### src/rtl/fixed_stream_pkg.sv
// Shared types and default widths for the fixed-point vector streamer.
// The optional result watchdog is enabled with FIXED_STREAM_TIMEOUT_EN.
package fixed_stream_pkg;

  typedef enum logic [1:0] {
    IDLE     = 2'd0,
    SEND     = 2'd1,
    WAIT_RES = 2'd2,
    DONE     = 2'd3
  } state_e;

  localparam int DEF_WI1         = 4;
  localparam int DEF_WF1         = 8;
  localparam int DEF_WI2         = 3;
  localparam int DEF_WF2         = 5;
  localparam int DEF_WIO         = 15;
  localparam int DEF_WFO         = 30;
  localparam int DEF_DEPTH       = 16;
  localparam int DEF_TIMEOUT_CYC = 1024;

  // Total bit width of a signed fixed-point format WI.WF
  function automatic int fx_width(input int wi, input int wf);
    return wi + wf;
  endfunction

  localparam int A_W = fx_width(DEF_WI1, DEF_WF1);
  localparam int B_W = fx_width(DEF_WI2, DEF_WF2);
  localparam int O_W = fx_width(DEF_WIO, DEF_WFO);

endpackage

### src/rtl/stream_src_ch.sv
// One source channel: host-loaded buffer plus index counter driving a
// registered valid/data/last stream of len beats after each launch.
module stream_src_ch #(
  parameter int W     = 12,
  parameter int DEPTH = 16,
  localparam int AW   = $clog2(DEPTH)
) (
  input  logic          clk,
  input  logic          reset_n,
  input  logic          wr_en,
  input  logic [AW-1:0] wr_addr,
  input  logic [W-1:0]  wr_data,
  input  logic          launch,
  input  logic [AW:0]   len,
  input  logic          ready,
  output logic [W-1:0]  data,
  output logic          valid,
  output logic          last,
  output logic          fin
);

  logic [W-1:0] mem_q [DEPTH];
  logic [AW:0]  idx_q, idx_d;
  logic [AW:0]  len_q, len_d;
  logic [W-1:0] data_q, data_d;
  logic         valid_q, valid_d;
  logic         last_q, last_d;
  logic         fin_q, fin_d;

  // Host write port into the element buffer
  // NOTE: the buffer has no reset; only control state needs a known value.
  always_ff @(posedge clk) begin
    if (wr_en) mem_q[wr_addr] <= wr_data;
  end

  // Next-state: load element 0 on launch, then the next element on each beat
  // NOTE: every signal gets its hold value first so no latch is inferred.
  always_comb begin
    idx_d   = idx_q;
    len_d   = len_q;
    data_d  = data_q;
    valid_d = valid_q;
    last_d  = last_q;
    fin_d   = fin_q;
    if (launch) begin
      idx_d   = (AW+1)'(1);
      len_d   = len;
      data_d  = mem_q[0];
      valid_d = 1'b1;
      last_d  = (len == (AW+1)'(1));
      fin_d   = 1'b0;
    end else if (valid_q && ready) begin
      if (last_q) begin
        valid_d = 1'b0;
        last_d  = 1'b0;
        fin_d   = 1'b1;
      end else begin
        data_d = mem_q[idx_q[AW-1:0]];
        last_d = (idx_q == len_q - (AW+1)'(1));
        idx_d  = idx_q + (AW+1)'(1);
      end
    end
  end

  // Stream registers; reset drops valid immediately
  // NOTE: sequential state uses non-blocking assignments only.
  always_ff @(posedge clk or negedge reset_n) begin
    if (!reset_n) begin
      idx_q   <= '0;
      len_q   <= '0;
      data_q  <= '0;
      valid_q <= 1'b0;
      last_q  <= 1'b0;
      fin_q   <= 1'b0;
    end else begin
      idx_q   <= idx_d;
      len_q   <= len_d;
      data_q  <= data_d;
      valid_q <= valid_d;
      last_q  <= last_d;
      fin_q   <= fin_d;
    end
  end

  assign data  = data_q;
  assign valid = valid_q;
  assign last  = last_q;
  assign fin   = fin_q;

endmodule

### src/rtl/fixed_vec_streamer.sv
// Source side of the fixed-point MAC stream: streams buffered A/B vectors,
// then captures the MAC result and saturation flags.
// Define FIXED_STREAM_TIMEOUT_EN to add a result-wait watchdog of TIMEOUT_CYC cycles.
module fixed_vec_streamer
  import fixed_stream_pkg::*;
#(
  parameter int WI1         = DEF_WI1,
  parameter int WF1         = DEF_WF1,
  parameter int WI2         = DEF_WI2,
  parameter int WF2         = DEF_WF2,
  parameter int WIO         = DEF_WIO,
  parameter int WFO         = DEF_WFO,
  parameter int DEPTH       = DEF_DEPTH,
  parameter int TIMEOUT_CYC = DEF_TIMEOUT_CYC,
  localparam int AW   = $clog2(DEPTH),
  localparam int A_DW = fx_width(WI1, WF1),
  localparam int B_DW = fx_width(WI2, WF2),
  localparam int O_DW = fx_width(WIO, WFO)
) (
  input  logic            clk,
  input  logic            reset_n,
  input  logic            wr_en,
  input  logic [AW-1:0]   wr_addr,
  input  logic [A_DW-1:0] wr_a_data,
  input  logic [B_DW-1:0] wr_b_data,
  input  logic [AW:0]     len,
  input  logic            start,
  output logic            busy,
  output logic            done,
  output logic            err,
  output logic [O_DW-1:0] result,
  output logic            res_of,
  output logic            res_uf,
  output logic [A_DW-1:0] A_data,
  output logic            A_valid,
  input  logic            A_ready,
  output logic            A_last,
  output logic [B_DW-1:0] B_data,
  output logic            B_valid,
  input  logic            B_ready,
  output logic            B_last,
  input  logic [O_DW-1:0] out_data,
  input  logic            out_valid,
  output logic            out_ready,
  input  logic            out_last,
  input  logic            overflow,
  input  logic            underflow
);

  localparam logic [AW:0] LEN_MAX = (AW+1)'(DEPTH);

  state_e          state_q, state_d;
  logic            busy_q, busy_d;
  logic            done_q, done_d;
  logic            err_q, err_d;
  logic [O_DW-1:0] result_q, result_d;
  logic            res_of_q, res_of_d;
  logic            res_uf_q, res_uf_d;
  logic            out_ready_q, out_ready_d;
  logic            launch;
  logic            wr_ok;
  logic            a_fin, b_fin;
  logic            len_ok;

  // The MAC's last marker carries no control meaning here
  logic unused_out_last;
  assign unused_out_last = out_last;

`ifdef FIXED_STREAM_TIMEOUT_EN
  localparam int TW = $clog2(TIMEOUT_CYC + 1);
  logic [TW-1:0] tmo_q, tmo_d;
`endif

  assign len_ok = (len != '0) && (len <= LEN_MAX);
  assign wr_ok  = wr_en && !busy_q;

  stream_src_ch #(.W(A_DW), .DEPTH(DEPTH)) u_ch_a (
    .clk     (clk),
    .reset_n (reset_n),
    .wr_en   (wr_ok),
    .wr_addr (wr_addr),
    .wr_data (wr_a_data),
    .launch  (launch),
    .len     (len),
    .ready   (A_ready),
    .data    (A_data),
    .valid   (A_valid),
    .last    (A_last),
    .fin     (a_fin)
  );

  stream_src_ch #(.W(B_DW), .DEPTH(DEPTH)) u_ch_b (
    .clk     (clk),
    .reset_n (reset_n),
    .wr_en   (wr_ok),
    .wr_addr (wr_addr),
    .wr_data (wr_b_data),
    .launch  (launch),
    .len     (len),
    .ready   (B_ready),
    .data    (B_data),
    .valid   (B_valid),
    .last    (B_last),
    .fin     (b_fin)
  );

  // Control FSM next-state and registered-output values
  always_comb begin
    state_d  = state_q;
    result_d = result_q;
    res_of_d = res_of_q;
    res_uf_d = res_uf_q;
    err_d    = 1'b0;
    launch   = 1'b0;
`ifdef FIXED_STREAM_TIMEOUT_EN
    tmo_d    = '0;
`endif
    case (state_q)
      IDLE: begin
        if (start) begin
          if (len_ok) begin
            state_d = SEND;
            launch  = 1'b1;
          end else begin
            err_d = 1'b1;
          end
        end
      end
      SEND: begin
        if (a_fin && b_fin) state_d = WAIT_RES;
      end
      WAIT_RES: begin
        if (out_valid && out_ready_q) begin
          state_d  = DONE;
          result_d = out_data;
          res_of_d = overflow;
          res_uf_d = underflow;
        end
`ifdef FIXED_STREAM_TIMEOUT_EN
        else if (tmo_q == TW'(TIMEOUT_CYC - 1)) begin
          state_d  = DONE;
          result_d = '0;
          res_of_d = 1'b1;
          res_uf_d = 1'b1;
        end else begin
          tmo_d = tmo_q + TW'(1);
        end
`endif
      end
      default: state_d = IDLE;
    endcase
    busy_d      = (state_d != IDLE);
    done_d      = (state_d == DONE);
    out_ready_d = (state_d == WAIT_RES);
  end

  // Control state and registered outputs
  always_ff @(posedge clk or negedge reset_n) begin
    if (!reset_n) begin
      state_q     <= IDLE;
      busy_q      <= 1'b0;
      done_q      <= 1'b0;
      err_q       <= 1'b0;
      result_q    <= '0;
      res_of_q    <= 1'b0;
      res_uf_q    <= 1'b0;
      out_ready_q <= 1'b0;
`ifdef FIXED_STREAM_TIMEOUT_EN
      tmo_q       <= '0;
`endif
    end else begin
      state_q     <= state_d;
      busy_q      <= busy_d;
      done_q      <= done_d;
      err_q       <= err_d;
      result_q    <= result_d;
      res_of_q    <= res_of_d;
      res_uf_q    <= res_uf_d;
      out_ready_q <= out_ready_d;
`ifdef FIXED_STREAM_TIMEOUT_EN
      tmo_q       <= tmo_d;
`endif
    end
  end

  assign busy      = busy_q;
  assign done      = done_q;
  assign err       = err_q;
  assign result    = result_q;
  assign res_of    = res_of_q;
  assign res_uf    = res_uf_q;
  assign out_ready = out_ready_q;

endmodule

### config.mk
export PLATFORM = sky130hd
export DESIGN_NAME = fixed_vec_streamer
export DESIGN_NICKNAME = d
export VERILOG_FILES = /design/src/rtl/fixed_stream_pkg.sv /design/src/rtl/stream_src_ch.sv /design/src/rtl/fixed_vec_streamer.sv
export SDC_FILE = /design/constraint.sdc
export NUM_CORES = 1
export LEC_CHECK = 0
export CORE_AREA = 2 2 177 179
export DETAILED_ROUTE_END_ITERATION = 8
export DIE_AREA = 0 0 179 181
export GPL_TIMING_DRIVEN = 0
export MAX_ROUTING_LAYER = met4
export PLACE_DENSITY = 0.76
export SYNTH_ARGS = -nofsm -noshare
export SYNTH_HDL_FRONTEND = slang
export SYNTH_HIERARCHICAL = 1
export SYNTH_SLANG_ARGS = --single-unit
export TNS_END_PERCENT = 100
### constraint.sdc
create_clock -name clk -period 4.2 [get_ports clk]
set_clock_uncertainty 0.15 [all_clocks]
set_input_delay 1.05 -clock clk [delete_from_list [all_inputs] [get_ports clk]]
set_output_delay 1.05 -clock clk [all_outputs]
set_load 0.03 [all_outputs]
Word level (Yosys, flattened, before mapping)
Memory sizes are Yosys's and may differ from the RTL's. Index checks and enable logic that the tools add are counted. Widths: inputs -> output; s select.

Input port bits: 84. Latch bits: 0. Register bits: 94. Memory bits (writable): 320. Memories: 2. Logic and storage cells: 96. Output and inout port bits: 75. Memory bits (read-only): 0.

$mul: 0. Div/mod/pow operators: 0. Bitwise operators: 0. Shift-type cells: 0. $lt $le $gt $ge: 1. Reduce and logical (&&, ||, !) cells: 19. Muxes and demuxes: 43. Add/subtract/negate cells: 3. Equal/unequal tests: 9.

Memories: u_ch_a.mem_q (depth 16, width 12, rd ports 2, clocked after Yosys merged registers in 0, wr ports 1, line stream_src_ch.sv:22) `logic [W-1:0] mem_q [DEPTH];`; u_ch_b.mem_q (depth 16, width 8, rd ports 2, clocked after Yosys merged registers in 0, wr ports 1, line stream_src_ch.sv:22).

Operators with widths (number): $mux 12 (3); $mux 5 (6); $mux 1 (26); $mux 8 (3); $add 5x1->5 const B (2); $eq 5x5->1 (2); $reduce_and 2->1 (5); $reduce_bool 2->1 (5); $mux 2 (4); $eq 2x2->1 const B (3); $logic_and 1x1->1 (6); $pmux 2 s3 (1); $eq 5x1->1 const B (1); $le 5x5->1 const B (1); $reduce_bool 5->1 (1); $sub 5x1->5 const B (1); $ne 2x2->1 const B (2); $eq 2x1->1 const B (1); $logic_not 2->1 (1); $logic_not 1->1 (1).

Longest topological paths before layout
Gate-level depths: netlist (run 1).

Depth after elaboration: 7. Mapped depth: 8.

By module
Netlist (run 1), hierarchy kept.

Modules (own cells, without submodules): stream_src_ch (u_ch_a) (area an instance 8521.9 um2, cells each 454, times used 1); stream_src_ch (u_ch_b) (area an instance 6033.3 um2, cells each 336, times used 1); fixed_vec_streamer (area an instance 2069.5 um2, cells each 126, times used 1).

Least setup slack after synthesis (run 1)
OpenSTA, ideal clock, no wires.

Path kind: input -> register. Start point: input wr_en. End point: memory u_ch_a.mem_q[0][0] (enable). Setup slack: 895 ps. Cell stages on the path: 3. Arrival: 2759 ps. Path through: nor2b_1 > or3b_2 > nor3_1.

Cells in the longest elaborated chain, start to end: 3.

Ends and longest elaborated chain: start: declaration (line fixed_vec_streamer.sv:22) `input logic wr_en,`; $logic_and 1x1->1 (line fixed_vec_streamer.sv:75) `assign wr_ok = wr_en && !busy_q;`; $mux 1 (line stream_src_ch.sv:33) `if (wr_en) mem_q[wr_addr] <= wr_data;`; $mux 1 (not written as such) (line stream_src_ch.sv:33); end: declaration (line stream_src_ch.sv:22).

Every way passes these cells.

Worst setup path in the final report (run 1)
Start point: input wr_en. End point: memory u_ch_b/mem_q[0][5] (netlist name) (enable).

Cells in the longest elaborated chain, start to end: 3.

Ends and longest elaborated chain: $logic_and 1x1->1 (line fixed_vec_streamer.sv:75); named net wr_ok (line fixed_vec_streamer.sv:61) `logic wr_ok;`; $mux 1 (line stream_src_ch.sv:33); $mux 1 (not written as such) (line stream_src_ch.sv:33); end: declaration (line stream_src_ch.sv:22).

The timed path passes the listed nets, and every way through them passes these cells.

==> flow_metrics.py, run 1 <==
metrics = {
    "outcome": {
        "outcome": "finished clean",
    },
    "cts": {
        "cts_post_setup_buffers_inserted": 0,
        "worstSkewPairLatency_ps": 540,
        "holdBufCountCts": 0,
        "tritoncts": "yes",
        "clk_transition_reported_paths_ps": 60,
        "numCtsBuffers": 41,
        "ctsResizeCount": 0,
        "cts_sinks": 419,
        "cts_h_tree_depth": 2,
        "clk_root_buffer_cell": "sky130_fd_sc_hd__clkbuf_16",
        "cts-root-to-sink-buffers": 3,
    },
    "power": {
        "clockPowerShare_pct": 29.5,
        "pwr-share-comb_pct": 28.7,
        "pwr_density_cell_mw_per_mm2": 590.0,
        "netSwitchingFraction_pct": 30.20,
        "vdd.ir_drop.worst_mv": 0.3058,
        "power.leakage_nw": 7.207,
        "cell_internal_pwr_mw": 8.257,
        "part_of_the_power_in_registers_pct": 41.8,
        "netSwitchingPower_mw": 3.573,
    },
    "logic_synthesis": {
        "synth_adder_area_share_pct": 0.3010,
        "synth.avg_cell_area_um2": 18.15,
        "post_synth_and_or_nand_nor_area_fraction_pct": 4.741,
        "mappedNetlistArea_mm2": 0.01662,
        "synth_edf_count": 320,
        "syn-num-nets": 1004,
        "postSynthRegisterBits": 419,
        "number_of_distinct_library_cell_variants_in_the_gate_level_netlist_after_synthesis": 51,
        "ys_warns": 6,
        "async_flop_share_pct": 23.63,
        "synth_seq_area_share_pct": 72.70,
        "number_of_instances_in_the_synthesized_netlist": 916,
        "synth.area.mux_share_pct": 14.65,
        "synth_ff_type": "sky130_fd_sc_hd__edfxtp_1",
        "synth_compound_gate_area_share_pct": 4.516,
        "dominant_combinational_cell_family_by_area_after_synthesis": "multiplexers",
        "post_synthesis_share_of_cell_area_spent_on_xor_and_xnor_gates_pct": 1.106,
    },
    "layout": {
        "antenna_cells_inserted": 0,
        "most_frequent_standard_cell_in_the_layout_excluding_fill_and_tap_cells": "sky130_fd_sc_hd__edfxtp_1",
        "area.sequential_mm2": 0.01209,
        "final_cells": 1548,
        "drive_above_1_share_pct": 17.45,
        "finish.net_count": 1208,
        "mostFrequentLayoutCells": "sky130_fd_sc_hd__edfxtp_1 (320), sky130_fd_sc_hd__clkdlybuf4s50_1 (156), sky130_fd_sc_hd__dfrtp_1 (99), sky130_fd_sc_hd__mux2i_1 (45), sky130_fd_sc_hd__mux4_2 (45)",
        "fill_cells": 2022,
        "finish.instance_area_mm2": 0.02005,
        "area_of_the_multi_input_gates_mm2": 0.004229,
        "area_growth_syn_to_layout_pct": 20.61,
    },
    "route": {
        "drtIter0Drc": 802,
        "routed-via-count": 9432,
        "wl_final_um": 37200,
        "viasPerCell": 6.093,
        "route.antenna.remaining_nets": 0,
        "post-route-drc-count": 0,
        "drt-wirelength-per-cell_um": 24.03,
        "drt_pass1_iterations": 5,
    },
    "grt": {
        "grt_util_all_layers_pct": 23.59,
        "pin_count_of_the_biggest_net_entering_global_routing": 52,
        "number_of_global_route_vias_before_repair": 9174,
        "first_pass_grt_wire_length_um": 55260,
        "grt_antenna_before_repair": 0,
        "grt_overflow_total": 0,
    },
    "worst_setup_path": {
        "timing.critical_path.fanout_max": 8,
        "setup.worst_path.class": "in -> reg",
        "cp-start-kind": "input port",
        "r2r.worst_path.cells": 3,
        "setup.worst_path.start": "wr_en",
        "crit_required_ps": 4190,
        "crit_path_end_kind": "register",
        "crit_arrival_ps": 3840,
        "critical_path.reg2reg.startpoint": "busy",
    },
    "timing": {
        "final_hold_viols": 0,
        "min_period_over_period_pct": 91.68,
        "rsz0062_at_grt": "no",
        "final_min_period_ps": 3851,
        "timing.final.max_slew_violations": 0,
        "tightest_slew_ps": 1355,
        "timing.max_slew.rel_slack_pct": 8.991,
        "post-route-worst-setup-slack_ps": 349.4,
        "setup_total_negative_slack_ps": 0,
        "timing.hold.ws_ps": 352.9,
        "setup_viol_count_final": 0,
        "achievable_frequency_ghz": 0.2597,
    },
    "die": {
        "die-height_um": 181,
        "die_area_mm2": 0.03240,
        "core_region_area_mm2": 0.03035,
        "num_io_pins": 159,
        "placementRows": 64,
        "initial_core_util_pct": 54.78,
        "die_w_um": 179,
    },
    "placed_design": {
        "port_buffers": 157,
        "globalplace.congestion": 0.7896,
        "placement_stage_worst_setup_slack_ps": -125.1,
        "post-place-cells": 1473,
        "post_dp_cell_area_mm2": 0.01877,
        "dpl.hpwl_um": 25180,
    },
    "min_path": {
        "min_from": "result[23]",
        "whs_path_depth": 1,
        "holdCritPathClass": "reg -> reg",
    },
    "run": {
        "drv_cap": 0,
    },
}
## flip-flops by register name, summed over array words and instances, names as in the netlist, 2 cells and up
register,flops
u_ch_a/len_q,5
u_ch_a/data,12
u_ch_b/mem_q,128
u_ch_b/len_q,5
u_ch_a/mem_q,192
result,45
state_q,2
u_ch_a/idx_q,5
u_ch_b/data,8
u_ch_b/idx_q,5
## stage by stage
step                      utilization [%]  power, mW
after detailed placement            61.85      8.397
after global routing                66.07      12.28
after global placement              61.59      8.324
after floorplan                         -      7.248
after CTS                           66.07      11.88
final                               66.07      11.83
## worst paths after layout
| check | end | slack [ps] |
|---|---|---|
| worst max-delay path | u_ch_b/mem_q[0][5] | 350 |
| worst min-delay path | result[23] | 350 |
| worst max register to register | u_ch_b/mem_q[0][5] | 980 |
| worst min register to register | result[23] | 350 |
| max in group asynchronous | state_q[1] | 2840 |
| min in group asynchronous | result[17] | 380 |
## layout make-up
cell class,instances,area share (%)
tap,396,2.471
timing repair buffer,161,8.131
buffer,46,1.435
inverter,11,0.2059
sequential,419,60.28
clock buffer,63,5.853
multi-input combinational,440,21.09
clock inverter,12,0.5366
## cells in the mapped netlist (all sizes together), types with 16 or more instances
master    n  share of area [%]
o22ai    20               0.75
a22oi    19               0.86
mux4     59                8.3
a211oi   22               0.99
clkbuf   16               0.36
or3      19               0.71
mux2i    45                2.7
nor2     40               0.90
buf      30                1.4
nand2    21               0.56
edfxtp  320                 58
mux2     51                3.6
a21oi    19               0.57
o21ai    28               0.84
dfrtp    99                 15
## critical path, stage by stage
cell and delay [ps]:
sky130_fd_sc_hd__clkdlybuf4s50_1 460, sky130_fd_sc_hd__nor2b_1 710, sky130_fd_sc_hd__or3b_2 560, sky130_fd_sc_hd__nor3_1 1040
## metal layers
layer	wire (um)	vias to the layer above	global-route usage [%]
li1	-	4045	-
met1	15610	4852	33.36
met2	17560	484	35.78
met3	3320	51	4.398
met4	707	0	6.049
met5	0	-	-
## power by group through the flow
stage | logic [mW] | registers [mW] | clock network, mW
floorplan | 2.04 | 5.21 | 0
detailed placement | 3.37 | 5.03 | 0
global placement | 3.30 | 5.02 | 0
CTS | 3.39 | 4.95 | 3.53
finish | 3.40 | 4.95 | 3.48
global route | 3.60 | 4.98 | 3.71
## cell families (layout without fill, tap and decap cells)
logic type	count (synthesis)	after routing
xor+xnor	21	21
simple gates	141	141
fa+ha+maj	4	4
flops	419	419
buf+inv	57	293
compound gates	119	119
mux	155	155
Note: power is estimated with default switching activity, not from simulation.
==> run 2: changes to the inputs <==
- DONT_BUFFER_PORTS: not set -> 1
- PLACE_DENSITY: 0.76 -> 0.69
==> flow_metrics.py, run 2 (same netlist as run 1, synthesis figures left out) <==
metrics = {
    "outcome": {
        "outcome": "finished clean",
    },
    "worst_setup_path": {
        "timing.critical_path.fanout_max": 8,
        "setup.worst_path.class": "reg -> reg",
        "timing.critical_path.max_delay_family": "simple AND/OR/NAND/NOR gates",
        "crit_arrival_ps": 3400,
        "cp-start-kind": "register",
        "slowest_delay_ps": 1050,
        "cp_cell_sequence": "nor2b_1 > or3b_2 > nor3_1",
        "timing.critical_path.slowest_stage_cell": "sky130_fd_sc_hd__nor3_1",
        "crit_required_ps": 4190,
        "critPathBufInv": 0,
        "crit_path_end_kind": "register",
    },
    "timing": {
        "tightest_slew_ps": 1357,
        "min_period_over_period_pct": 81.00,
        "rsz0062_at_grt": "no",
        "timing.max_slew.rel_slack_pct": 8.840,
        "final_min_period_ps": 3402,
        "achievable_frequency_ghz": 0.2939,
        "timing.hold.ws_ps": 44.87,
        "timing.final.max_slew_violations": 0,
        "setup_viol_count_final": 0,
        "final_hold_viols": 0,
        "post-route-worst-setup-slack_ps": 797.9,
    },
    "layout": {
        "finish.instance_area_mm2": 0.01862,
        "mostFrequentLayoutCells": "sky130_fd_sc_hd__edfxtp_1 (320), sky130_fd_sc_hd__dfrtp_1 (99), sky130_fd_sc_hd__mux2i_1 (45), sky130_fd_sc_hd__mux4_2 (45), sky130_fd_sc_hd__clkbuf_16 (44)",
        "area.sequential_mm2": 0.01209,
        "final_cells": 1397,
        "largest_register_ffs": 192,
        "max_flop_register": "u_ch_a/mem_q",
        "antenna_cells_inserted": 0,
        "area_of_the_multi_input_gates_mm2": 0.004239,
        "finish.net_count": 1054,
        "drive_above_1_share_pct": 20.68,
        "area_growth_syn_to_layout_pct": 12.03,
        "fill_cells": 2203,
        "most_frequent_standard_cell_in_the_layout_excluding_fill_and_tap_cells": "sky130_fd_sc_hd__edfxtp_1",
    },
    "route": {
        "detailroute.wirelength.met3_um": 3850,
        "routed-via-count": 8619,
        "wl_met1_um": 14410,
        "drt_pass1_iterations": 5,
        "met2_wl_post_dr_um": 16700,
        "highest_layer": "met4",
        "drtIter0Drc": 832,
        "drt-wirelength-per-cell_um": 25.59,
        "viasPerCell": 6.170,
        "post-route-drc-count": 0,
        "wl_final_um": 35750,
        "route.antenna.remaining_nets": 0,
    },
    "die": {
        "die_area_mm2": 0.03240,
        "core_region_area_mm2": 0.03035,
        "num_io_pins": 159,
        "initial_core_util_pct": 54.78,
        "placementRows": 64,
        "die-height_um": 181,
        "die_w_um": 179,
    },
    "power": {
        "clockPowerShare_pct": 32.4,
        "vdd.ir_drop.worst_mv": 0.3962,
        "cell_internal_pwr_mw": 8.232,
        "netSwitchingFraction_pct": 29.96,
        "netSwitchingPower_mw": 3.521,
        "pwr_density_cell_mw_per_mm2": 631.1,
        "pwr-share-comb_pct": 22.9,
        "part_of_the_power_in_registers_pct": 44.6,
        "power.leakage_nw": 6.683,
    },
    "placed_design": {
        "post_dp_cell_area_mm2": 0.01719,
        "port_buffers": 0,
        "post-place-cells": 1316,
        "globalplace.congestion": 0.7919,
        "dpl.hpwl_um": 23740,
        "placement_stage_worst_setup_slack_ps": 260.6,
    },
    "cts": {
        "cts_post_setup_buffers_inserted": 0,
        "clk_root_buffer_cell": "sky130_fd_sc_hd__clkbuf_16",
        "worstSkewPairLatency_ps": 560,
        "cts_sinks": 419,
        "clk_transition_reported_paths_ps": 60,
        "cts-root-to-sink-buffers": 3,
        "holdBufCountCts": 0,
        "cts_h_tree_depth": 2,
        "tritoncts": "yes",
        "ctsResizeCount": 0,
        "numCtsBuffers": 44,
    },
    "grt": {
        "grt_overflow_total": 0,
        "number_of_global_route_vias_before_repair": 8607,
        "first_pass_grt_wire_length_um": 52680,
        "pin_count_of_the_biggest_net_entering_global_routing": 100,
        "grt_antenna_before_repair": 1,
        "grt_util_all_layers_pct": 22.81,
    },
    "run": {
        "drv_cap": 0,
    },
    "min_path": {
        "holdCritPathClass": "in -> async",
    },
}
==> run 2: area by class of cell <==
cell class | instances | area share, %
Sequential cell | 419 | 64.90
Multi-Input combinational cell | 440 | 22.76
Clock buffer | 60 | 6.396
Tap cell | 396 | 2.660
Buffer | 46 | 1.545
Clock inverter | 21 | 1.276
Timing Repair Buffer | 4 | 0.2419
Inverter | 11 | 0.2217
==> run 2: stage by stage <==
stage	setup TNS [ps]	utilization [%]	total power, mW
after floorplan	0	-	7.248
after global placement	-1207	56.41	7.979
after detailed placement	0	56.63	8.031
after CTS	0	61.33	11.83
after global routing	0	61.37	12.24
final	0	61.37	11.75
==> run 2: routing by layer <==
layer	vias to the layer above	GRT usage (%)
met5	-	-
met4	0	6.114
met3	60	6.376
met2	377	33.86
met1	4438	31.33
li1	3744	-
==> run 2: path summary, 6_finish.rpt <==
check | from | end | slack, ps | cells past startpoint
max in group asynchronous | reset_n | result[22] | 3720 | 0
worst max-delay path | busy | u_ch_b/mem_q[0][2] | 800 | 3
worst min register to register | u_ch_a/fin | u_ch_a/fin | 380 | 2
worst min-delay path | reset_n | u_ch_b/data[3] | 40 | 0
worst max register to register | busy | u_ch_b/mem_q[0][2] | 800 | 3
min in group clk | u_ch_a/fin | u_ch_a/fin | 380 | 2
==> run 2: power by group through the flow <==
stage	clock, mW	combinational (mW)	sequential (mW)
global route	4.05	2.91	5.29
floorplan	0	2.04	5.21
detailed placement	0	2.69	5.34
global placement	0	2.65	5.33
CTS	3.88	2.70	5.26
finish	3.81	2.69	5.25
